File: src/rtl/dma_pkg.sv
// Shared types and constants for the DMA copy/fill sequencer.
// Width defaults match the data_memory port widths.
package dma_pkg;

  localparam int ADDR_W = 16;
  localparam int DATA_W = 16;
  localparam int BYTE_W = 8;

  typedef enum logic [2:0] {
    S_IDLE    = 3'd0,
    S_RD_ADDR = 3'd1,
    S_RD_CAP  = 3'd2,
    S_WR      = 3'd3,
    S_DONE    = 3'd4
  } state_t;

  localparam logic MODE_COPY = 1'b0;
  localparam logic MODE_FILL = 1'b1;

endpackage

File: src/rtl/dma_copy_engine.sv
// Memory-initiator sequencer: forward byte copy or constant fill.
// All outputs are registered from next-state values.
module dma_copy_engine
  import dma_pkg::*;
#(
  parameter int ADDR_WIDTH = ADDR_W,
  parameter int DATA_WIDTH = DATA_W,
  parameter int BYTE_WIDTH = BYTE_W
) (
  input  logic                  i_clk,
  input  logic                  i_reset,
  input  logic                  i_start,
  input  logic                  i_mode,
  input  logic [ADDR_WIDTH-1:0] i_src_addr,
  input  logic [ADDR_WIDTH-1:0] i_dst_addr,
  input  logic [15:0]           i_length,
  input  logic [BYTE_WIDTH-1:0] i_fill_byte,
  output logic                  o_busy,
  output logic                  o_done,
  output logic                  o_mem_write_en,
  output logic [ADDR_WIDTH-1:0] o_mem_addr,
  output logic [DATA_WIDTH-1:0] o_mem_data_in,
  input  logic [BYTE_WIDTH-1:0] i_mem_data_out
);

  state_t                r_state, w_next;
  logic [ADDR_WIDTH-1:0] r_src, w_src;
  logic [ADDR_WIDTH-1:0] r_dst, w_dst;
  logic [15:0]           r_cnt, w_cnt;
  logic                  r_mode, w_mode;
  logic [BYTE_WIDTH-1:0] r_fill, w_fill;
  logic [BYTE_WIDTH-1:0] r_byte, w_byte;

  logic                  w_we;
  logic [ADDR_WIDTH-1:0] w_addr;
  logic [DATA_WIDTH-1:0] w_din;
  logic [BYTE_WIDTH-1:0] w_wbyte;

  always_comb begin
    w_next = r_state;
    w_src  = r_src;
    w_dst  = r_dst;
    w_cnt  = r_cnt;
    w_mode = r_mode;
    w_fill = r_fill;
    w_byte = r_byte;
    unique case (r_state)
      S_IDLE: begin
        if (i_start) begin
          w_src  = i_src_addr;
          w_dst  = i_dst_addr;
          w_cnt  = i_length;
          w_mode = i_mode;
          w_fill = i_fill_byte;
          if (i_length == 16'd0)
            w_next = S_DONE;
          else if (i_mode == MODE_FILL)
            w_next = S_WR;
          else
            w_next = S_RD_ADDR;
        end
      end
      S_RD_ADDR: w_next = S_RD_CAP;
      S_RD_CAP: begin
        w_byte = i_mem_data_out;
        w_next = S_WR;
      end
      S_WR: begin
        w_src = r_src + 1'b1;
        w_dst = r_dst + 1'b1;
        w_cnt = r_cnt - 16'd1;
        if (r_cnt == 16'd1)
          w_next = S_DONE;
        else if (r_mode == MODE_FILL)
          w_next = S_WR;
        else
          w_next = S_RD_ADDR;
      end
      S_DONE:  w_next = S_IDLE;
      default: w_next = S_IDLE;
    endcase
  end

  // Bus values for the cycle we are about to enter.
  always_comb begin
    w_we    = (w_next == S_WR);
    w_addr  = '0;
    w_din   = '0;
    w_wbyte = (w_mode == MODE_FILL) ? w_fill : w_byte;
    unique case (w_next)
      S_RD_ADDR, S_RD_CAP: w_addr = w_src;
      S_WR: begin
        w_addr = w_dst;
        w_din  = {{(DATA_WIDTH-BYTE_WIDTH){1'b0}}, w_wbyte};
      end
      default: w_addr = '0;
    endcase
  end

  always_ff @(posedge i_clk) begin
    if (i_reset) begin
      r_state        <= S_IDLE;
      r_src          <= '0;
      r_dst          <= '0;
      r_cnt          <= '0;
      r_mode         <= MODE_COPY;
      r_fill         <= '0;
      r_byte         <= '0;
      o_busy         <= 1'b0;
      o_done         <= 1'b0;
      o_mem_write_en <= 1'b0;
      o_mem_addr     <= '0;
      o_mem_data_in  <= '0;
    end else begin
      r_state        <= w_next;
      r_src          <= w_src;
      r_dst          <= w_dst;
      r_cnt          <= w_cnt;
      r_mode         <= w_mode;
      r_fill         <= w_fill;
      r_byte         <= w_byte;
      o_busy         <= (w_next != S_IDLE);
      o_done         <= (w_next == S_DONE);
      o_mem_write_en <= w_we;
      o_mem_addr     <= w_addr;
      o_mem_data_in  <= w_din;
    end
  end

endmodule

File: config.mk
export PLATFORM = sky130hd
export DESIGN_NAME = dma_copy_engine
export DESIGN_NICKNAME = d
export VERILOG_FILES = /design/src/rtl/dma_pkg.sv /design/src/rtl/dma_copy_engine.sv
export SDC_FILE = /design/constraint.sdc
export NUM_CORES = 1
export LEC_CHECK = 0
export ABC_AREA = 1
export BUFFER_PORTS_ARGS = -buffer_cell sky130_fd_sc_hd__buf_2
export CAP_MARGIN = 20
export CORE_MARGIN = 1
export CORE_UTILIZATION = 30
export DETAILED_ROUTE_END_ITERATION = 8
export GPL_TIMING_DRIVEN = 1
export PLACE_DENSITY_LB_ADDON = 0.08
export SYNTH_ARGS = -nofsm -noshare
export SYNTH_HDL_FRONTEND = slang
export SYNTH_SLANG_ARGS = --single-unit
File: constraint.sdc
create_clock -name i_clk -period 4.7 [get_ports i_clk]
set_input_delay 0.235 -clock i_clk [delete_from_list [all_inputs] [get_ports i_clk]]
set_output_delay 0.235 -clock i_clk [all_outputs]
set_load 0.005 [all_outputs]
# == After elaboration in Yosys (flattened, before gate mapping) ==
# Index checks and enable logic that the tools add are counted.
# word_totals
register_bits,103
out_inout_bits,35
in_bits,68
elab_cells,52
# classes
n_eq_ne,9
mux,19
n_addsub,3
bitwise,1
reduce_logical,7
# ops
cell,count
16-bit case mux with 2 select lines,4
16-bit 2-to-1 mux,3
16-bit by 1-bit adder with 16-bit output (second input constant),2
8-bit 2-to-1 mux,4
16-bit by 1-bit == test with 1-bit output (second input constant),1
16-bit zero test,1
16-bit by 1-bit subtractor with 16-bit output (second input constant),1
3-bit by 2-bit == test with 1-bit output (second input constant),4
3-bit case mux with 4 select lines,1
3-bit 2-to-1 mux,3
3-bit by 1-bit == test with 1-bit output (second input constant),2
2-bit 2-to-1 mux,2
2-bit OR reduction,2
3-bit == test (second input constant),1
3-bit zero test,1
3-bit nonzero test,1
1-bit 2-to-1 mux,2
2-bit inequality test (second input constant),1
2-bit AND reduction,1
2-bit nonzero test,1
1-bit NOT,1

# == Logic depth before layout (Yosys ltp) ==
# Gate-level depths: netlist of the first run.
# depth
word_depth,7
depth_mapped,13
ltp_nobuf,12

# == Worst setup path after synthesis of the first run ==
# No wires, ideal clock.
# synth_timing
path_type,flip-flop to flip-flop
start,register r_src[0]
end,register o_mem_addr[10]
t_required_ns,4.642
arrival_time_ns,1.427
stages_incl_launch_ff,12
slack_ns,3.215
n_path_buf,0
setup_time_ns,0.058
period_less_slack_ns,1.485
path_cell_list,dfxtp_1 ha_1 inv_1 nor2_1 nand2_1 nor2_1 nand2_1 nand2_1 nand3_1 a21oi_2 nand2_1 nand2_1
# synth_via
elab_chain_len,3
# synth_rtl
element,line_no,text
"start, declared",dma_copy_engine.sv:27,"logic [ADDR_WIDTH-1:0] r_src, w_src;"
"start signal, assigned",dma_copy_engine.sv:116,r_src <= w_src;
16-bit by 1-bit adder with 16-bit output,dma_copy_engine.sv:69,w_src = r_src + 1'b1;
16-bit case mux with 2 select lines,dma_copy_engine.sv:47,unique case (r_state)
16-bit case mux with 2 select lines,dma_copy_engine.sv:90,unique case (w_next)
"end signal, assigned",dma_copy_engine.sv:125,o_mem_addr <= w_addr;
"end, declared",dma_copy_engine.sv:21,"output logic [ADDR_WIDTH-1:0] o_mem_addr,"
# Every way passes these cells.
# A chain may end at the register's enable or synchronous reset.

# == Final worst setup path of the first run ==
# layout_timing
start,register r_state[0]
end,register o_mem_data_in[5]
# layout_via
elab_chain_len,5
elab_cells_between_ends,13
classes_between,eq/ne (4); mux (6); bitwise (1); reduce/logical (2)
# layout_rtl
element,line_no,text
"start, declared",dma_copy_engine.sv:26,"state_t r_state, w_next;"
"start signal, assigned",dma_copy_engine.sv:115,r_state <= w_next;
3-bit by 2-bit == test with 1-bit output (tied with other cells),dma_copy_engine.sv:47,
3-bit case mux with 4 select lines,dma_copy_engine.sv:47,
3-bit by 2-bit == test with 1-bit output,dma_copy_engine.sv:90,
1-bit NOT (no line),n/a,
2-bit OR reduction (no line),n/a,
"end signal, assigned",dma_copy_engine.sv:126,o_mem_data_in <= w_din;
"end, declared",dma_copy_engine.sv:22,"output logic [DATA_WIDTH-1:0] o_mem_data_in,"
# Several ways; a longest one is shown, not always the timed one.

==> results.json, run 1 <==
{
  "run_status": "finished clean",
  "drt_first_iter_violations": 249,
  "cts_tree": "yes",
  "timing.final.max_slew_violations": 0,
  "cts-buffers-inserted": 9,
  "tritoncts_num_sinks": 95,
  "global_route_wire_length_before_repair_mm": 26.0,
  "worst_setup_path_start_kind": "register",
  "grt_use_total": 0.186,
  "fin_worst_skew_ns": 0.0109,
  "fillers": 1966,
  "grt_pass1_vias": 5156,
  "chipHeight_microns": 134,
  "io_buffers": 94,
  "initial_cell_density_of_the_core": 0.306,
  "remaining_design_rule_violation_count": 0,
  "mappedNetlistArea_sq_mm": 0.00525,
  "most_frequent_standard_cell_in_the_layout_excluding_fill_and_tap_cells": "sky130_fd_sc_hd__nand2_1",
  "critPathCaptureType": "register",
  "synthesis.area_per_instance_sq_um": 6.51,
  "route.detailed.vias_per_inst": 4.59,
  "netlist_instances": 807,
  "holdBufCountCts": 0,
  "clkLatencyLatePin_ns": 0.36,
  "synthDistinctLibCells": 38,
  "place.gp.congestion": 0.797,
  "core_area_sq_mm": 0.0172,
  "static-leakage-power_uw": 0.00289,
  "worstMarginPinSlew_ns": 0.904,
  "number_of_antenna_violations_at_the_first_check_in_global_routing": 0,
  "hold_ws_ns": 0.129,
  "route.antenna.remaining_nets": 0,
  "detailed_place_hpwl_mm": 11.6,
  "final_nets": 958,
  "ys_seq_elements": 95,
  "antenna_cells": 0,
  "fmaxAchievable_mhz": 400,
  "worst_slew_margin_rel": 0.396,
  "placement_rows": 48,
  "grt_max_degree": 48,
  "setup_repair_after_global_routing_missed_its_margin": "no",
  "postRouteWirelength_mm": 15.9,
  "route.detailed.wl_per_inst_microns": 14.2,
  "grt-ovfl-total": 0,
  "setup_viol": 0,
  "cts.clk_slew.worst_paths_ns": 0.08,
  "synth-seq-area-share": 0.362,
  "top_level_ports": 103,
  "cts_htree_levels": 3,
  "finalCritPeriodShare": 0.532,
  "cap_violations": 0,
  "hold_path_class": "input port to register",
  "post_cts.resized_instances": 0,
  "layout.cells.most_common_list": "sky130_fd_sc_hd__nand2_1 (248), sky130_fd_sc_hd__nor2_1 (98), sky130_fd_sc_hd__dfxtp_1 (95), sky130_fd_sc_hd__buf_2 (94), sky130_fd_sc_hd__inv_1 (91)",
  "area.sequential_sq_mm": 0.00190,
  "x_dimension_of_the_die_microns": 134,
  "worst-endpoint-arrival_ns": 2.79,
  "timing.setup.critical_path_class": "register to register",
  "synth.yosys.warnings": 0,
  "detailed_router_iteration_count_before_antenna_repair": 4,
  "dieArea_sq_mm": 0.0180,
  "area_of_combinational_cells_with_multiple_inputs_sq_mm": 0.00281,
  "detailroute.via_count": 5118,
  "final_layout_size_suffix_gt1_frac": 0.148,
  "power_density_mw_per_mm2": 472,
  "required_ns": 4.99,
  "max_rail_drop_vdd_uv": 175,
  "finalHoldViolations": 0,
  "layout_min_cycle_time_ns": 2.50,
  "cts.repair_timing.setup_buffer_count": 0,
  "worstPathMaxFanout": 38,
  "root_buffer": "sky130_fd_sc_hd__clkbuf_16",
  "clk_path_buf_depth": 2,
  "timing.setup.tns_ns": 0,
  "layout_overhead_on_the_synthesized_area_pct": 16.6
}
[power breakdown]
group / switching [uW] / total [uW] / internal (uW)
clock: 353 / 723 / 370
sequential: 146 / 1120 / 971
combinational: 687 / 1050 / 365
total: 1190 / 2890 / 1710
[logic make-up after synthesis]
kind of cell	share of synthesized area
simple gates	0.362
mux	0.0457
compound gates	0.104
fa+ha+maj	0.00953
other cells	0.000714
xor+xnor	0.00667
buf+inv	0.109
flops	0.362
[worst max-delay path: stages, from the launching register on]
cell and delay (ns):
sky130_fd_sc_hd__dfxtp_1 0.38, sky130_fd_sc_hd__nor2_4 0.19, sky130_fd_sc_hd__nand3_4 0.34, sky130_fd_sc_hd__inv_2 0.69, sky130_fd_sc_hd__nand2_1 0.15, sky130_fd_sc_hd__nand3_2 0.12, sky130_fd_sc_hd__nand2_2 0.10, sky130_fd_sc_hd__nor2_4 0.21
sky130_fd_sc_hd__inv_2 0.13, sky130_fd_sc_hd__nor2_1 0.11
[synthesized netlist by cell type]
library cell | number | area share
sky130_fd_sc_hd__nor3b_1 | 1 | 0.0014
sky130_fd_sc_hd__nand3b_1 | 1 | 0.0014
sky130_fd_sc_hd__nand3_4 | 2 | 0.0067
sky130_fd_sc_hd__dfxtp_1 | 95 | 0.36
sky130_fd_sc_hd__and2_0 | 1 | 0.0012
sky130_fd_sc_hd__buf_1 | 3 | 0.0021
sky130_fd_sc_hd__buf_4 | 14 | 0.020
sky130_fd_sc_hd__a21oi_2 | 2 | 0.0033
sky130_fd_sc_hd__and2_1 | 6 | 0.0071
sky130_fd_sc_hd__a21o_1 | 1 | 0.0014
sky130_fd_sc_hd__nor2_4 | 3 | 0.0064
sky130_fd_sc_hd__buf_6 | 2 | 0.0043
sky130_fd_sc_hd__nand2_1 | 248 | 0.18
sky130_fd_sc_hd__nand4_1 | 10 | 0.012
sky130_fd_sc_hd__ha_1 | 4 | 0.0095
sky130_fd_sc_hd__inv_2 | 5 | 0.0036
sky130_fd_sc_hd__xnor2_1 | 2 | 0.0033
sky130_fd_sc_hd__nor3_1 | 8 | 0.0076
sky130_fd_sc_hd__o22ai_1 | 2 | 0.0024
sky130_fd_sc_hd__conb_1 | 1 | 0.00071
sky130_fd_sc_hd__or2_2 | 2 | 0.0024
sky130_fd_sc_hd__a21oi_1 | 29 | 0.028
sky130_fd_sc_hd__inv_1 | 91 | 0.065
sky130_fd_sc_hd__mux2i_1 | 24 | 0.046
sky130_fd_sc_hd__nand3_1 | 63 | 0.060
sky130_fd_sc_hd__o211ai_1 | 12 | 0.017
sky130_fd_sc_hd__clkbuf_1 | 7 | 0.0050
sky130_fd_sc_hd__buf_2 | 9 | 0.0086
sky130_fd_sc_hd__xor2_1 | 2 | 0.0033
sky130_fd_sc_hd__o21a_1 | 1 | 0.0014
sky130_fd_sc_hd__a22oi_1 | 1 | 0.0014
sky130_fd_sc_hd__nor4_1 | 1 | 0.0012
sky130_fd_sc_hd__nor2_1 | 98 | 0.070
sky130_fd_sc_hd__nand2_2 | 5 | 0.0060
sky130_fd_sc_hd__o21ai_0 | 41 | 0.039
sky130_fd_sc_hd__a31oi_1 | 8 | 0.0095
sky130_fd_sc_hd__o21ai_1 | 1 | 0.00095
sky130_fd_sc_hd__nand3_2 | 1 | 0.0019
[routing by layer]
layer  up-vias  GRT usage  wire length (microns)
li1       2716          -                      -
met1      2294      0.231                   7420
met2        95      0.323                   7690
met3        13     0.0370                    559
met4         0     0.0574                    225
met5         -          0                      0
[registers in the layout, summed over array words and instances, names as in the netlist]
signal / flops
o_busy: 1
o_done: 1
o_mem_addr: 16
o_mem_data_in: 8
o_mem_write_en: 1
r_byte: 8
r_cnt: 16
r_dst: 16
r_fill: 8
r_mode: 1
r_src: 16
r_state: 3
[through the flow]
step | util | setup WS [ns] | power (uW) | instance area, sq um | instances
floorplan | - | 3.22 | 1890 | 5280 | 814
global placement | 0.339 | 2.17 | 2220 | 5830 | 1099
detailed placement | 0.339 | 2.13 | 2200 | 5830 | 1099
CTS | 0.356 | 2.11 | 2940 | 6120 | 1115
global route | 0.357 | 1.88 | 3140 | 6130 | 1116
finish | 0.357 | 2.20 | 2890 | 6130 | 1116
[layout make-up]
type	count	share of cell area
flip-flops and latches	95	0.310
multi-input cells	588	0.458
clock inverters	7	0.0104
well taps	225	0.0460
clock buffers	9	0.0368
repair buffers	96	0.0792
inverters	96	0.0588
[path summary, 6_finish.rpt]
| check | startpoint | slack (ns) | cells past startpoint | to |
|---|---|---|---|---|
| max reg2reg | r_state[0] | 2.20 | 9 | o_mem_data_in[5] |
| max | r_state[0] | 2.20 | 9 | o_mem_data_in[5] |
| min | i_mem_data_out[1] | 0.13 | 3 | r_byte[1] |
| min reg2reg | r_fill[5] | 0.49 | 2 | r_fill[5] |
(Power assumes the default switching activity.)
==> inputs of run 2 (changes only) <==
==> constraint.sdc (replaced) <==
create_clock -name i_clk -period 2.2 [get_ports i_clk]
set_input_delay 0.11 -clock i_clk [delete_from_list [all_inputs] [get_ports i_clk]]
set_output_delay 0.11 -clock i_clk [all_outputs]
set_load 0.005 [all_outputs]
==> results.json, run 2 (synthesized netlist as in run 1, its figures left out) <==
{
  "timing.setup.critical_path_class": "register to register",
  "holdBufCountCts": 0,
  "required_ns": 2.50,
  "cts.repair_timing.setup_buffer_count": 0,
  "x_dimension_of_the_die_microns": 134,
  "grt-ovfl-total": 0,
  "antenna_cells": 0,
  "max_rail_drop_vdd_uv": 514,
  "worstPathMaxFanout": 11,
  "cts-buffers-inserted": 9,
  "top_level_ports": 103,
  "detailed_place_hpwl_mm": 12.1,
  "route.detailed.vias_per_inst": 4.59,
  "number_of_antenna_violations_at_the_first_check_in_global_routing": 0,
  "route.detailed.wl_per_inst_microns": 14.4,
  "finalHoldViolations": 0,
  "final_nets": 972,
  "dieArea_sq_mm": 0.0180,
  "hold_path_class": "input port to register",
  "remaining_design_rule_violation_count": 0,
  "setup_viol": 0,
  "detailed_router_iteration_count_before_antenna_repair": 6,
  "timing.final.max_slew_violations": 0,
  "tritoncts_num_sinks": 95,
  "chipHeight_microns": 134,
  "grt_max_degree": 36,
  "post_cts.resized_instances": 0,
  "place.gp.congestion": 0.836,
  "clkLatencyLatePin_ns": 0.35,
  "cts_htree_levels": 3,
  "postRouteWirelength_mm": 16.3,
  "layout.cells.most_common_list": "sky130_fd_sc_hd__nand2_1 (248), sky130_fd_sc_hd__nor2_1 (98), sky130_fd_sc_hd__dfxtp_1 (95), sky130_fd_sc_hd__buf_2 (94), sky130_fd_sc_hd__inv_1 (91)",
  "final_layout_size_suffix_gt1_frac": 0.160,
  "finalCritPeriodShare": 0.860,
  "grt_use_total": 0.193,
  "core_area_sq_mm": 0.0172,
  "drt_first_iter_violations": 222,
  "fillers": 1952,
  "global_route_wire_length_before_repair_mm": 26.8,
  "detailroute.via_count": 5192,
  "placement_rows": 48,
  "worst_setup_path_start_kind": "register",
  "grt_pass1_vias": 5102,
  "timing.setup.tns_ns": 0,
  "layout_min_cycle_time_ns": 1.89,
  "setup_repair_after_global_routing_missed_its_margin": "no",
  "critPathCaptureType": "register",
  "root_buffer": "sky130_fd_sc_hd__clkbuf_16",
  "most_frequent_standard_cell_in_the_layout_excluding_fill_and_tap_cells": "sky130_fd_sc_hd__nand2_1",
  "clk_path_buf_depth": 2,
  "layout_overhead_on_the_synthesized_area_pct": 20.1,
  "cts_tree": "yes",
  "cap_violations": 0,
  "hold_ws_ns": 0.0138,
  "initial_cell_density_of_the_core": 0.306,
  "static-leakage-power_uw": 0.00299,
  "io_buffers": 94,
  "fmaxAchievable_mhz": 528,
  "worst-endpoint-arrival_ns": 2.19,
  "route.antenna.remaining_nets": 0,
  "cts.clk_slew.worst_paths_ns": 0.07,
  "power_density_mw_per_mm2": 1050,
  "run_status": "finished clean",
  "fin_worst_skew_ns": 0.00804
}
[run 2: changes by cell type in the layout (fill, tap and decap cells not counted)]
cell / delta
sky130_fd_sc_hd__inv_8: -2
sky130_fd_sc_hd__buf_4: +12
sky130_fd_sc_hd__clkinvlp_4: -1
sky130_fd_sc_hd__clkbuf_1: +1
sky130_fd_sc_hd__clkinv_4: -2
sky130_fd_sc_hd__inv_6: +1
sky130_fd_sc_hd__bufinv_16: +3
sky130_fd_sc_hd__buf_12: +2
[run 2: power by group]
group | leakage (uW) | internal (uW) | switching, uW
logic | 0.00205 | 859 | 1510
registers | 0.000778 | 2070 | 309
clock network | 0.000164 | 1120 | 727
[run 2: layer usage]
metal | track usage | up-vias | part of all wire
met5 | 0 | - | 0
met3 | 0.0317 | 15 | 0.036
met2 | 0.325 | 94 | 0.47
met1 | 0.254 | 2337 | 0.48
li1 | - | 2746 | -
met4 | 0.0549 | 0 | 0.017
[run 2: stage by stage]
| step | cells | total power [uW] | util | setup WS (ns) | instance area (sq um) |
|---|---|---|---|---|---|
| after floorplan | 814 | 4040 | - | 0.715 | 5280 |
| after global placement | 1114 | 4830 | 0.347 | 0.356 | 5970 |
| after detailed placement | 1114 | 4820 | 0.347 | 0.327 | 5970 |
| after CTS | 1130 | 6700 | 0.367 | 0.313 | 6310 |
| after global routing | 1130 | 7170 | 0.367 | 0.142 | 6310 |
| final | 1130 | 6600 | 0.367 | 0.308 | 6310 |
[run 2: worst paths after layout]
kind | start | end | slack [ns] | cells after the start
worst max-delay path | r_state[1] | o_mem_addr[9] | 0.31 | 9
worst min-delay path | i_mem_data_out[2] | r_byte[2] | 0.01 | 3
worst max register to register | r_state[1] | o_mem_addr[9] | 0.31 | 9
worst min register to register | r_byte[5] | r_byte[5] | 0.50 | 2
[run 2: layout make-up]
type / instances / area (sq um) / share of cell area
Clock buffer: 10 / 229 / 0.0363
Clock inverter: 6 / 115 / 0.0182
Inverter: 96 / 360 / 0.0571
Multi-Input combinational cell: 588 / 2810 / 0.445
Sequential cell: 95 / 1900 / 0.301
Tap cell: 225 / 282 / 0.0446
Timing Repair Buffer: 110 / 616 / 0.0975
[run 2: critical path, stage by stage, from the launching register on]
cell                      delay (ns)
sky130_fd_sc_hd__dfxtp_1        0.44
sky130_fd_sc_hd__inv_1          0.14
sky130_fd_sc_hd__nand2_2        0.16
sky130_fd_sc_hd__nand2_1        0.29
sky130_fd_sc_hd__buf_4          0.29
sky130_fd_sc_hd__nand2_1        0.07
sky130_fd_sc_hd__inv_1          0.03
sky130_fd_sc_hd__a21oi_1        0.23
sky130_fd_sc_hd__nand2_1        0.11
sky130_fd_sc_hd__nand2_1        0.08
